<file path="config.mk">
export PLATFORM = sky130hd
export DESIGN_NAME = seg_scan_controller
export DESIGN_NICKNAME = d
export VERILOG_FILES = /design/src/rtl/seg_scan_controller.sv
export SDC_FILE = /design/constraint.sdc
export NUM_CORES = 1
export LEC_CHECK = 0
export BUFFER_PORTS_ARGS = -buffer_cell sky130_fd_sc_hd__buf_2
export CAP_MARGIN = 20
export CORE_UTILIZATION = 60
export DETAILED_ROUTE_END_ITERATION = 10
export MAX_ROUTING_LAYER = met4
export PLACE_DENSITY = 0.79
export REMOVE_ABC_BUFFERS = 1
export SYNTH_ARGS = -nofsm -noshare
export SYNTH_HDL_FRONTEND = slang
export SYNTH_SLANG_ARGS = --single-unit
</file>
<file path="constraint.sdc">
create_clock -name clk -period 4.4 [get_ports clk]
set_input_delay 0.44 -clock clk [delete_from_list [all_inputs] [get_ports clk]]
set_output_delay 0.44 -clock clk [all_outputs]
set_load 0.1 [all_outputs]
</file>
<file path="src/rtl/seg_scan_controller.sv">
// Time-multiplexed scan controller for NUM_DIGITS common-anode digits sharing one
// 7-segment decoder; double-buffered display value swapped only at frame boundaries.
module seg_scan_controller #(
    parameter int NUM_DIGITS = 4,
    parameter int DWELL_CYC  = 50000,
    parameter int BLANK_CYC  = 500
) (
    input  logic                      clk,
    input  logic                      reset,
    input  logic                      en,
    input  logic                      lz_en,
    input  logic                      load_valid,
    input  logic [4*NUM_DIGITS-1:0]   load_data,
    output logic                      load_ready,
    output logic [3:0]                code,
    output logic [NUM_DIGITS-1:0]     an,
    output logic                      frame_tick
);
    localparam int MAXC = (DWELL_CYC > BLANK_CYC) ? DWELL_CYC : BLANK_CYC;
    localparam int CW   = $clog2(MAXC + 1);
    localparam int IW   = $clog2(NUM_DIGITS);
    localparam int DW   = 4 * NUM_DIGITS;

    localparam logic [CW-1:0] BLANK_LAST = CW'(BLANK_CYC - 1);
    localparam logic [CW-1:0] DWELL_LAST = CW'(DWELL_CYC - 1);
    localparam logic [IW-1:0] IDX_LAST   = IW'(NUM_DIGITS - 1);

    typedef enum logic [0:0] {
        ST_BLANK = 1'b0,
        ST_SHOW  = 1'b1
    } state_t;

    state_t          state_q, state_d;
    logic [IW-1:0]   idx_q, idx_d;
    logic [CW-1:0]   cnt_q, cnt_d;
    logic [DW-1:0]   active_q, active_d;
    logic [DW-1:0]   pend_q, pend_d;
    logic            pend_full_q, pend_full_d;
    logic [NUM_DIGITS-1:0] an_q, an_d;
    logic [3:0]      code_q, code_d;
    logic            frame_tick_q, frame_tick_d;
    logic            load_ready_q, load_ready_d;
    logic            last_s;
    logic            frame_end_s;

    function automatic logic [3:0] nibble_at(input logic [DW-1:0] v, input logic [IW-1:0] d);
        logic [3:0] r;
        r = 4'h0;
        for (int i = 0; i < NUM_DIGITS; i++) begin
            r = (IW'(i) == d) ? v[4*i +: 4] : r;
        end
        return r;
    endfunction

    // A digit is blanked when it and every more-significant nibble are zero; digit 0 always shows.
    function automatic logic digit_suppressed(input logic [DW-1:0] v, input logic [IW-1:0] d);
        logic upper_zero;
        upper_zero = 1'b1;
        for (int i = 1; i < NUM_DIGITS; i++) begin
            upper_zero = upper_zero & ~((i >= int'(d)) && (v[4*i +: 4] != 4'h0));
        end
        return (d != {IW{1'b0}}) && upper_zero;
    endfunction

    // Scan sequencing, buffer handshake/swap and next registered outputs.
    always_comb begin
        state_d     = state_q;
        idx_d       = idx_q;
        cnt_d       = cnt_q;
        active_d    = active_q;
        pend_d      = pend_q;
        pend_full_d = pend_full_q;

        last_s      = (state_q == ST_BLANK) ? (cnt_q == BLANK_LAST) : (cnt_q == DWELL_LAST);
        frame_end_s = en && (state_q == ST_SHOW) && (idx_q == IDX_LAST) && (cnt_q == DWELL_LAST);

        if (!en) begin
            state_d = ST_BLANK;
            idx_d   = {IW{1'b0}};
            cnt_d   = {CW{1'b0}};
        end else if (last_s) begin
            cnt_d = {CW{1'b0}};
            if (state_q == ST_BLANK) begin
                state_d = ST_SHOW;
            end else begin
                state_d = ST_BLANK;
                idx_d   = (idx_q == IDX_LAST) ? {IW{1'b0}} : idx_q + 1'b1;
            end
        end else begin
            cnt_d = cnt_q + 1'b1;
        end

        // Swap and transfer are exclusive: a swap needs pending full, a transfer needs it empty.
        if (frame_end_s && pend_full_q) begin
            active_d    = pend_q;
            pend_full_d = 1'b0;
        end else if (load_valid && load_ready_q) begin
            pend_d      = load_data;
            pend_full_d = 1'b1;
        end else begin
            pend_full_d = pend_full_q;
        end

        for (int i = 0; i < NUM_DIGITS; i++) begin
            an_d[i] = !((state_d == ST_SHOW) && (IW'(i) == idx_d) &&
                        !(lz_en && digit_suppressed(active_d, idx_d)));
        end
        code_d       = nibble_at(active_d, idx_d);
        frame_tick_d = (state_d == ST_SHOW) && (idx_d == IDX_LAST) && (cnt_d == DWELL_LAST);
        load_ready_d = !pend_full_d;
    end

    // State and output registers.
    always_ff @(posedge clk or posedge reset) begin
        if (reset) begin
            state_q      <= ST_BLANK;
            idx_q        <= {IW{1'b0}};
            cnt_q        <= {CW{1'b0}};
            active_q     <= {DW{1'b0}};
            pend_q       <= {DW{1'b0}};
            pend_full_q  <= 1'b0;
            an_q         <= {NUM_DIGITS{1'b1}};
            code_q       <= 4'h0;
            frame_tick_q <= 1'b0;
            load_ready_q <= 1'b1;
        end else begin
            state_q      <= state_d;
            idx_q        <= idx_d;
            cnt_q        <= cnt_d;
            active_q     <= active_d;
            pend_q       <= pend_d;
            pend_full_q  <= pend_full_d;
            an_q         <= an_d;
            code_q       <= code_d;
            frame_tick_q <= frame_tick_d;
            load_ready_q <= load_ready_d;
        end
    end

    assign an         = an_q;
    assign code       = code_q;
    assign frame_tick = frame_tick_q;
    assign load_ready = load_ready_q;

endmodule

</file>
## Word level (Yosys, flattened, before mapping)

Index checks and enable logic that the tools add are counted.

- RAM bits: 0
- Input port bits: 21
- Bits in latches: 0
- Flip-flop bits (word level): 62
- Memories: 0
- Output and inout bits: 10
- Bits in read-only memories: 0

- Equality and inequality tests: 8
- Magnitude comparators: 2
- $mul: 0
- Add/subtract/negate cells: 2
- Bitwise operators: 6
- Div/mod/pow operators: 0
- Mux-type cells: 17
- Reduce and logical (&&, ||, !) cells: 31
- Shifts and indexed selects: 0

Operators with widths:

| operator | count |
|---|---|
| $mux W16 | 3 |
| $eq A16 B16 Y1 const B | 2 |
| $logic_and A1 B1 Y1 | 19 |
| $add A16 B1 Y16 const B | 1 |
| $eq A16 B9 Y1 const B | 1 |
| $mux W4 | 4 |
| $reduce_bool A4 Y1 | 3 |
| $mux W2 | 4 |
| $logic_not A1 Y1 | 6 |
| $mux W1 | 6 |
| $eq A2 B2 Y1 const A | 2 |
| $eq A2 B2 Y1 const B | 2 |
| $not A1 Y1 | 4 |
| $add A2 B1 Y2 const B | 1 |
| $and A1 B1 Y1 | 2 |
| $eq A1 B2 Y1 const A | 1 |
| $ge A1 B2 Y1 const A | 1 |
| $ge A2 B2 Y1 const A | 1 |
| $logic_not A2 Y1 | 1 |
| $reduce_and A2 Y1 | 1 |
| $reduce_bool A2 Y1 | 1 |

## Logic depth before layout (Yosys ltp)

Gate-level depths: netlist (run 1).

- Depth after elaboration: 15
- Depth in mapped cells: 8
- Gate-level depth less buffers: 7

## Worst setup path after synthesis (run 1)

Ideal clock, no wire load.

- Path type: flip-flop to flip-flop
- Start point: register cnt_q[0]
- End point: register code_q[2], in the netlist code[2]
- Setup slack: 2.265 ns
- Cell stages (with the launch flop): 9
- Clock period less this slack: 2.135 ns
- Arrival: 2.005 ns
- Cell sequence: dfrtp_1 -> ha_1 -> nand3_1 -> nor3_2 -> nand3_4 -> buf_6 -> mux2_4 -> a221oi_2 -> o22ai_1

- Elaborated cells on any way between the ends: 16

RTL lines:

| element | line | RTL |
|---|---|---|
| from (decl) | 35 | `logic [CW-1:0] cnt_q, cnt_d;` |
| from (signal assigned) | 118 | `cnt_q <= {CW{1'b0}};` |
| from (signal assigned) | 129 | `cnt_q <= cnt_d;` |
| $eq A16 B16 Y1 | 75 | `frame_end_s = en && (state_q == ST_SHOW) && (idx_q == IDX_LAST) && (cnt_q == DWELL_LAST);` |
| $logic_and A1 B1 Y1 | 75 |  |
| $logic_and A1 B1 Y1 | 94 | `if (frame_end_s && pend_full_q) begin` |
| $mux W16 | 94 |  |
| named net active_d[2] | 36 | `logic [DW-1:0] active_q, active_d;` |
| $mux W4 (4 in series) | 50 | `r = (IW'(i) == d) ? v[4*i +: 4] : r;` |
| named net code_d[2] | 40 | `logic [3:0] code_q, code_d;` |
| to (signal assigned) | 134 | `code_q <= code_d;` |
| to (decl) | 40 |  |

The timed path passes the listed nets, and every way through them passes these cells.
A chain may end at the register's enable or synchronous reset.

## Worst setup path in the final report (run 1)

- Start point: register cnt_q[0]
- End point: register pend_q[0]

- Word-level cells in the longest chain between the ends: 5

Ends and longest elaborated chain:

| element | line | RTL |
|---|---|---|
| $eq A16 B16 Y1 | 75 |  |
| $logic_and A1 B1 Y1 | 75 |  |
| $logic_and A1 B1 Y1 | 94 |  |
| $not A1 Y1 (no line) | - |  |
| $reduce_and A2 Y1 (no line) | - |  |
| to (signal assigned) | 120 | `pend_q <= {DW{1'b0}};` |
| to (signal assigned) | 131 | `pend_q <= pend_d;` |
| to (decl) | 37 | `logic [DW-1:0] pend_q, pend_d;` |

No other way between the ends.

==> flow_summary.toml, run 1 <==
[run_status]
status = "finished, final reports clean"

[worst_setup_path]
worstPathRequired_ps = 4630
crit_path_end_kind = "flip-flop"
cp-startpoint = "cnt_q[0]$_DFF_PP0_"
reg2reg_from = "cnt_q[0]$_DFF_PP0_"
cp-start-kind = "flip-flop"
cp_max_fo = 19
crit_arrival_ps = 2900
crit_type = "flip-flop to flip-flop"

[cts]
post_cts_buffers = 0
insertion_delay_ps = 350
cts_buffer_depth = 2
cts_tree = "built"
htreeDepth = 3
cts_hold_buf = 0
clock-root-buffer = "clkbuf_8"
numCtsBuffers = 9
clk_pin_slew_worst_paths_ps = 70
cts_resized = 0
clock-sinks = 62

[global_routing]
grt_remaining_overflow = 0
grt_usage_pct = 25.8
antenna_found_initial = 0
grt_pass1_wl_um = 9640
grt_max_degree = 63
first_global_vias = 2005

[place]
place_congestion = 0.892
place_area_um2 = 3160
port_buffers = 30
dp.cells = 338
hpwl_um = 3810

[floorplan]
die_area_um2 = 5270
initial_core_util_pct = 62.9
rows = 25
die_h_um = 72.6
coreArea_um2 = 4750
ioPinCount = 31
die_x_um = 72.6

[sta]
drv_slew = 0
period_share_pct = 60.7
fin_tns_setup_ps = 0
slew_headroom_pct = 41.6
tightest_slew_ps = 875
max_freq_mhz = 375
hold_viol_final = 0
fin_crit_ps = 2670
rsz0062_at_grt = "no"
setup_violations = 0
fin_worst_skew_ps = 6.02

[cells_and_area]
diodes = 0
postLayoutCellArea_um2 = 3390
stdcell_count = 354
area_growth_pct = 13.2
drive_gt1_share_pct = 32.8
nNetsFinal = 305

[logic_synthesis]
yosys.cell_types.count = 52
ys.flop_type = "dfrtp_1"
synthCells = 251
syn-cell-area_um2 = 2990
synthArstFlopShare_pct = 100
yosysWarnings = 0
synth_most_common_cell = "dfrtp_1"
synth_edf_count = 0
synthTopCellsByArea = "dfrtp_1, mux2_2, dfstp_2"
synth_common_cells = "dfrtp_1, mux2_2, nor2_1"
yosys.area.top_type_share_pct = 47.7
postSynthAreaPerCell_um2 = 11.9
synth-seq-area-share_pct = 52.1
synth_top_area_cell = "dfrtp_1"
synth_seq_cells = 62

[power_and_ir_drop]
vdd_drop_max_v = 0.000318
power_uw = 1350
power_density_nw_per_um2 = 399
leakage_uw = 0.00153

[routing]
drt_iter0_drc = 114
drc = 0
wl_per_cell_um = 16.1
ant_nets = 0
avgViaCountPerCell = 5.90
via_count = 2087
firstDrtPassIters = 4
wl_um = 5710

[run]
maxCapViolations = 0

[min_path]
hold_class = "input pin to asynchronous set/reset pin"
cell usage in the layout (no fill, tap or decap), types with 2 or more instances in the layout:
master and n:
bufinv_16 2, o211ai_1 4, a21oi_1 7, and4_1 3
nor2_1 25, dfstp_2 5, buf_2 30, o21ai_0 3
and3_1 5, nor4_1 5, mux2i_1 4, ha_1 2
a222oi_1 3, mux2_2 26, o31a_1 2, clkbuf_8 10
or3_1 2, nand2_1 9, xor2_1 8, nand3_1 14
nor2b_1 3, inv_1 5, nand4_1 5, dfrtp_1 57
mux2_4 6, nor3b_1 2, xnor2_1 9, nand4b_1 2
state kept, by name, summed over array words and instances, names as in the netlist:
signal       flops
load_ready       1
pend_q          16
state_q          1
frame_tick       1
an               4
cnt_q           16
pend_full_q      1
active_q        16
code             4
idx_q            2
area by class of cell:
type | instances | area [um2]
repair buffers | 31 | 158
inverters | 6 | 22.5
well taps | 67 | 83.8
multi-input cells | 172 | 1340
fillers | 358 | 1370
clock inverters | 5 | 81.3
clock buffers | 11 | 141
flip-flops and latches | 62 | 1560
power breakdown:
| part | internal [uW] | total, uW | switching, uW |
|---|---|---|---|
| sequential | 635 | 682 | 47.0 |
| clock | 335 | 560 | 224 |
| combinational | 64.8 | 110 | 45.2 |
| total | 1040 | 1350 | 317 |
metrics by stage:
| step | utilization, % | setup WS [ps] | hold slack [ps] |
|---|---|---|---|
| floorplan | - | 2170 | 467 |
| global placement | 66.6 | 1860 | 474 |
| detailed placement | 66.6 | 1760 | 487 |
| CTS | 71.2 | 1750 | 305 |
| global route | 71.2 | 1560 | 309 |
| finish | 71.2 | 1730 | 304 |
path summary, 6_finish.rpt:
check / endpoint / slack (ps) / cells past startpoint
setup / recovery: pend_q[0]$_DFFE_PP0P_ / 1730 / 6
hold / removal: cnt_q[1]$_DFF_PP0_ / 300 / 3
setup reg to reg: pend_q[0]$_DFFE_PP0P_ / 1730 / 6
hold reg to reg: active_q[3]$_DFF_PP0_ / 500 / 1
max in group asynchronous: idx_q[1]$_DFF_PP0_ / 3610 / 3
min in group clk: pend_q[7]$_DFFE_PP0P_ / 320 / 2
cell families (layout without fill, tap and decap cells):
family	Yosys count	after routing	share of synthesized area, %
simple gates	88	88	17.0
xor+xnor	17	17	4.98
flops	62	62	52.1
buf+inv	17	53	3.05
fa+ha+maj	2	2	0.836
compound gates	29	29	7.95
mux	36	36	14.1
critical path, stage by stage (launching register included):
cell and delay [ps]:
dfrtp_1 410, ha_1 240, nand3_1 200, nor3_2 360, nand3_4 330, and3_1 600
mux2_4 410
per-layer routing:
metal	vias to the layer above	wire length, um	global-route usage [%]
met4	0	116	12.4
met1	1041	2770	36.5
met5	-	0	-
met3	10	275	6.91
met2	57	2550	34.4
li1	979	-	-
Note: power is estimated with default switching activity, not from simulation.
==> run 2: changes to the inputs <==
CORE_UTILIZATION = 53   (was 60)
PLACE_DENSITY = 0.74   (was 0.79)
clock period = 2.3 ns   (was 4.4 ns; I/O delays follow)
==> run 2 against run 1 <==
Compared with the run above:
- worst hold slack worse by 190 ps
- via count rose by 2.3%
- clock power is 64% higher
- critical path type unchanged
- die area increased by 13%
==> flow_summary.toml, run 2 (synthesis results as in run 1) <==
[run_status]
status = "finished, final reports clean"

[routing]
avgViaCountPerCell = 5.71
drt_iter0_drc = 184
wl_um = 6190
via_count = 2134
firstDrtPassIters = 5
drc = 0
wl_per_cell_um = 16.5
ant_nets = 0

[floorplan]
die_area_um2 = 5950
die_x_um = 77.1
ioPinCount = 31
rows = 26
die_h_um = 77.1
initial_core_util_pct = 56.8
coreArea_um2 = 5270

[run]
maxCapViolations = 0

[worst_setup_path]
crit_type = "flip-flop to flip-flop"
worst_path_largest_cell_delay_ps = 400
critPathTopFamily = "compound AO/OA/AOI/OAI gates"
cp-start-kind = "flip-flop"
critPathBufInv = 1
path_cells = "ha_4 > nand3_2 > or3_4 > o211ai_1 > o311ai_2 > buf_4 > a222oi_1 > a21oi_1"
crit_path_end_kind = "flip-flop"
cp-startpoint = "cnt_q[1]$_DFF_PP0_"
crit_arrival_ps = 2410
rrSetupSlack_ps = 100
slowest_stage = "dfrtp_1"
reg2regPathDepth = 8
timing.rr.end = "code[0]$_DFF_PP0_"
reg2reg_from = "cnt_q[1]$_DFF_PP0_"
cp_max_fo = 6
worstPathRequired_ps = 2520

[min_path]
hold_class = "input pin to flip-flop"
worstHoldStart = "load_data[0]"
whs_path_depth = 2
min_to = "pend_q[0]$_DFFE_PP0P_"

[sta]
rsz0062_at_grt = "yes"
slew_headroom_pct = 66.9
timing.hold.ws_ps = 116
fin_worst_skew_ps = 7.13
fin_tns_setup_ps = 0
hold_viol_final = 0
setup_violations = 0
fin_crit_ps = 2200
tightest_slew_ps = 495
max_freq_mhz = 455
drv_slew = 0
period_share_pct = 95.5

[cells_and_area]
nNetsFinal = 322
area_growth_pct = 18.4
final_cell_mix = "dfrtp_1, buf_2, mux2_2"
drive_gt1_share_pct = 37.5
multi_input_area_um2 = 1370
n_fill_cell = 410
layout_commonest_cell = "dfrtp_1"
seqCellArea_um2 = 1560
diodes = 0
largestRegisters = "active_q: 16 flops, cnt_q: 16 flops, pend_q: 16 flops"

[place]
place_congestion = 0.869
hpwl_um = 4450
port_buffers = 30

[cts]
htreeDepth = 3
clk_pin_slew_worst_paths_ps = 70
clock-root-buffer = "clkbuf_8"
clock-sinks = 62
cts_buffer_depth = 2
post_cts_buffers = 0
cts_tree = "built"
insertion_delay_ps = 340
numCtsBuffers = 9

[power_and_ir_drop]
p_sw_uw = 607
vdd_drop_max_v = 0.000538
seqPwrFrac_pct = 53.3
power_density_nw_per_um2 = 693
p_int_uw = 1850
clockPowerShare_pct = 37.5
power_frac_comb_pct = 9.1
leakage_uw = 0.00162
switching_share_pct = 24.7

[global_routing]
antenna_found_initial = 0
grt_usage_pct = 24.0
grt_remaining_overflow = 0
first_global_vias = 2137
grt_max_degree = 25
grt_pass1_wl_um = 10600
==> run 2: worst max path at each step <==
stage / to / cells past startpoint
CTS: code[2]$_DFF_PP0_ / 8
global placement: code[2]$_DFF_PP0_ / 7
global route: code[3]$_DFF_PP0_ / 7
floorplan: pend_q[0]$_DFFE_PP0P_ / 6
finish: code[0]$_DFF_PP0_ / 8
detailed placement: code[2]$_DFF_PP0_ / 8
==> run 2: per-layer routing <==
layer	global-route usage, %	part of all wire (%)	up-vias
li1	-	-	1009
met1	33.3	48	1057
met2	35.0	45	61
met3	5.48	6.2	7
met4	7.92	1.2	0
met5	-	0	-
==> run 2: power groups by stage <==
stage | clock network [uW] | logic, uW | registers, uW
2_1_floorplan | 0 | 158 | 1300
3_3_place_gp | 0 | 214 | 1320
3_5_place_dp | 0 | 223 | 1320
4_1_cts | 936 | 224 | 1300
5_1_grt | 1000 | 246 | 1320
6_report | 921 | 224 | 1310
==> run 2: area by class of cell <==
class | instances | area share [%]
Sequential cell | 62 | 44.0
Clock buffer | 10 | 3.60
Tap cell | 70 | 2.47
Clock inverter | 6 | 1.73
Timing Repair Buffer | 48 | 8.83
Inverter | 6 | 0.636
Multi-Input combinational cell | 172 | 38.7
==> run 2: timing repair <==
item / CTS / global route
hold endpoints to repair: 21 / 0
endpoints found under the setup margin: 0 / 20
hold buffers: 1 / 0
resized for setup: 0 / 9
==> run 2: through the flow <==
step	total power, uW	setup slack [ps]	util [%]	instances	area, um2
after CTS	2470	5.31	66.4	374	3500
after detailed placement	1550	61.7	62.6	357	3300
after floorplan	1460	71.8	-	240	2920
after global routing	2570	-14.7	67.2	374	3540
after global placement	1540	118	62.6	357	3300
final	2450	104	67.2	374	3540
==> run 3: changes to the inputs <==
PLACE_DENSITY = 0.72   (was 0.74)
==> run 3 against run 2 <==
Compared with the run above:
- final cell count is 0.53% higher
- clock skew is 1.2 ps higher
- sequential share of layout area is 1.0 points lower
- critical path depth is 2 lower
==> flow_summary.toml, run 3 (synthesis results as in run 1) <==
[sta]
rsz0062_at_grt = "no"
drv_slew = 0
fin_crit_ps = 2200
tightest_slew_ps = 620
setup_violations = 0
fin_tns_setup_ps = 0
max_freq_mhz = 455
timing.hold.ws_ps = 118
hold_viol_final = 0
slew_headroom_pct = 58.6
setup_slack_ps = 104
period_share_pct = 95.5
fin_worst_skew_ps = 8.31

[place]
port_buffers = 30
place_area_um2 = 3310
hpwl_um = 4420
dp.cells = 356
place_congestion = 0.865
pre_cts_slack_ps = 21.2

[worst_setup_path]
reg2reg_from = "cnt_q[10]$_DFF_PP0_"
crit_arrival_ps = 2420
cp-startpoint = "cnt_q[10]$_DFF_PP0_"
cp_max_fo = 16
crit_type = "flip-flop to flip-flop"
worstPathRequired_ps = 2520
slowest_stage = "dfrtp_1"
cp-start-kind = "flip-flop"
worst_path_largest_cell_delay_ps = 450
critPathBufInv = 1
path_cells = "nor4_4 > and3_4 > nand3_2 > and3_1 > buf_12 > mux2_4"
crit_path_end_kind = "flip-flop"
critPathTopFamily = "simple AND/OR/NAND/NOR gates"

[cells_and_area]
multi_input_area_um2 = 1410
stdcell_count = 376
seqCellArea_um2 = 1560
area_growth_pct = 21.2
nNetsFinal = 324
postLayoutCellArea_um2 = 3630
diodes = 0
final_cell_mix = "dfrtp_1, buf_2, mux2_2"
drive_gt1_share_pct = 38.6
layout_commonest_cell = "dfrtp_1"
n_fill_cell = 400
largestRegisters = "active_q: 16 flops, cnt_q: 16 flops, pend_q: 16 flops"

[min_path]
hold_class = "input pin to flip-flop"
worstHoldStart = "load_data[2]"

[floorplan]
die_h_um = 77.1
ioPinCount = 31
initial_core_util_pct = 56.8
coreArea_um2 = 5270
die_area_um2 = 5950
rows = 26
die_x_um = 77.1

[routing]
firstDrtPassIters = 4
wl_um = 6550
drt_iter0_drc = 315
via_count = 2198
wl_per_cell_um = 17.4
drc = 0
avgViaCountPerCell = 5.85
ant_nets = 0

[run_status]
status = "finished, final reports clean"

[cts]
clock-root-buffer = "clkbuf_8"
htreeDepth = 3
clk_pin_slew_worst_paths_ps = 70
numCtsBuffers = 9
clock-sinks = 62
cts_tree = "built"
insertion_delay_ps = 340
cts_buffer_depth = 2

[run]
maxCapViolations = 0

[global_routing]
first_global_vias = 2144
top_usage_layer = "met1"
antenna_found_initial = 0
grt_remaining_overflow = 0
grt_usage_pct = 24.2
use_met1_pct = 33.8
grt_pass1_wl_um = 10600
use_met2_pct = 33.5
grt_max_degree = 28
use_met3_pct = 7.86

[power_and_ir_drop]
leakage_uw = 0.00163
power_density_nw_per_um2 = 726
vdd_drop_max_v = 0.000652
[run 3: layout make-up]
cell class	count	share of cell area, %
multi-input cells	173	38.8
clock inverters	5	2.24
flip-flops and latches	62	43.0
inverters	6	0.621
clock buffers	11	4.18
repair buffers	49	8.83
well taps	70	2.42
[run 3: final timing paths]
path                                          endpoint  slack, ps  cells after the start
worst max-delay path             pend_q[9]$_DFFE_PP0P_        100                      6
worst min-delay path             pend_q[2]$_DFFE_PP0P_        120                      2
worst max register to register   pend_q[9]$_DFFE_PP0P_        100                      6
worst min register to register   active_q[3]$_DFF_PP0_        500                      1
max in group asynchronous       pend_q[12]$_DFFE_PP0P_       1160                      4
min in group asynchronous           cnt_q[1]$_DFF_PP0_        510                      3
[run 3: stage by stage]
step | utilization (%) | total power [uW]
6_report | 68.8 | 2630
5_1_grt | 68.8 | 2740
4_1_cts | 67.3 | 2660
3_5_place_dp | 62.7 | 1560
3_3_place_gp | 62.7 | 1550
2_1_floorplan | - | 1460
[run 3: worst register-to-register path, cell delays in order, from the launching register on]
cell     delay (ps)
dfrtp_1         450
nor4_4          340
and3_4          290
nand3_2         240
and3_1          310
buf_12          160
mux2_4          300
[run 3: power by group]
group / total [uW] / leakage (uW) / switching (uW) / internal, uW
clock network: 1090 / 0.000116 / 425 / 669
registers: 1310 / 0.000806 / 91.6 / 1220
logic: 232 / 0.000710 / 95.6 / 137
[run 3: what timing repair did]
item                       CTS  global route
gates resized for setup      0             8
hold endpoints to repair    20             0
hold buffers                 1             0
setup buffers                0             2
setup endpoints to repair    0             9
[run 3: layer usage]
layer  vias to the layer above  wire length, um
li1                       1020                -
met1                      1085             3000
met3                        15              439
met4                         0              101
met5                         -                0
met2                        78             3010
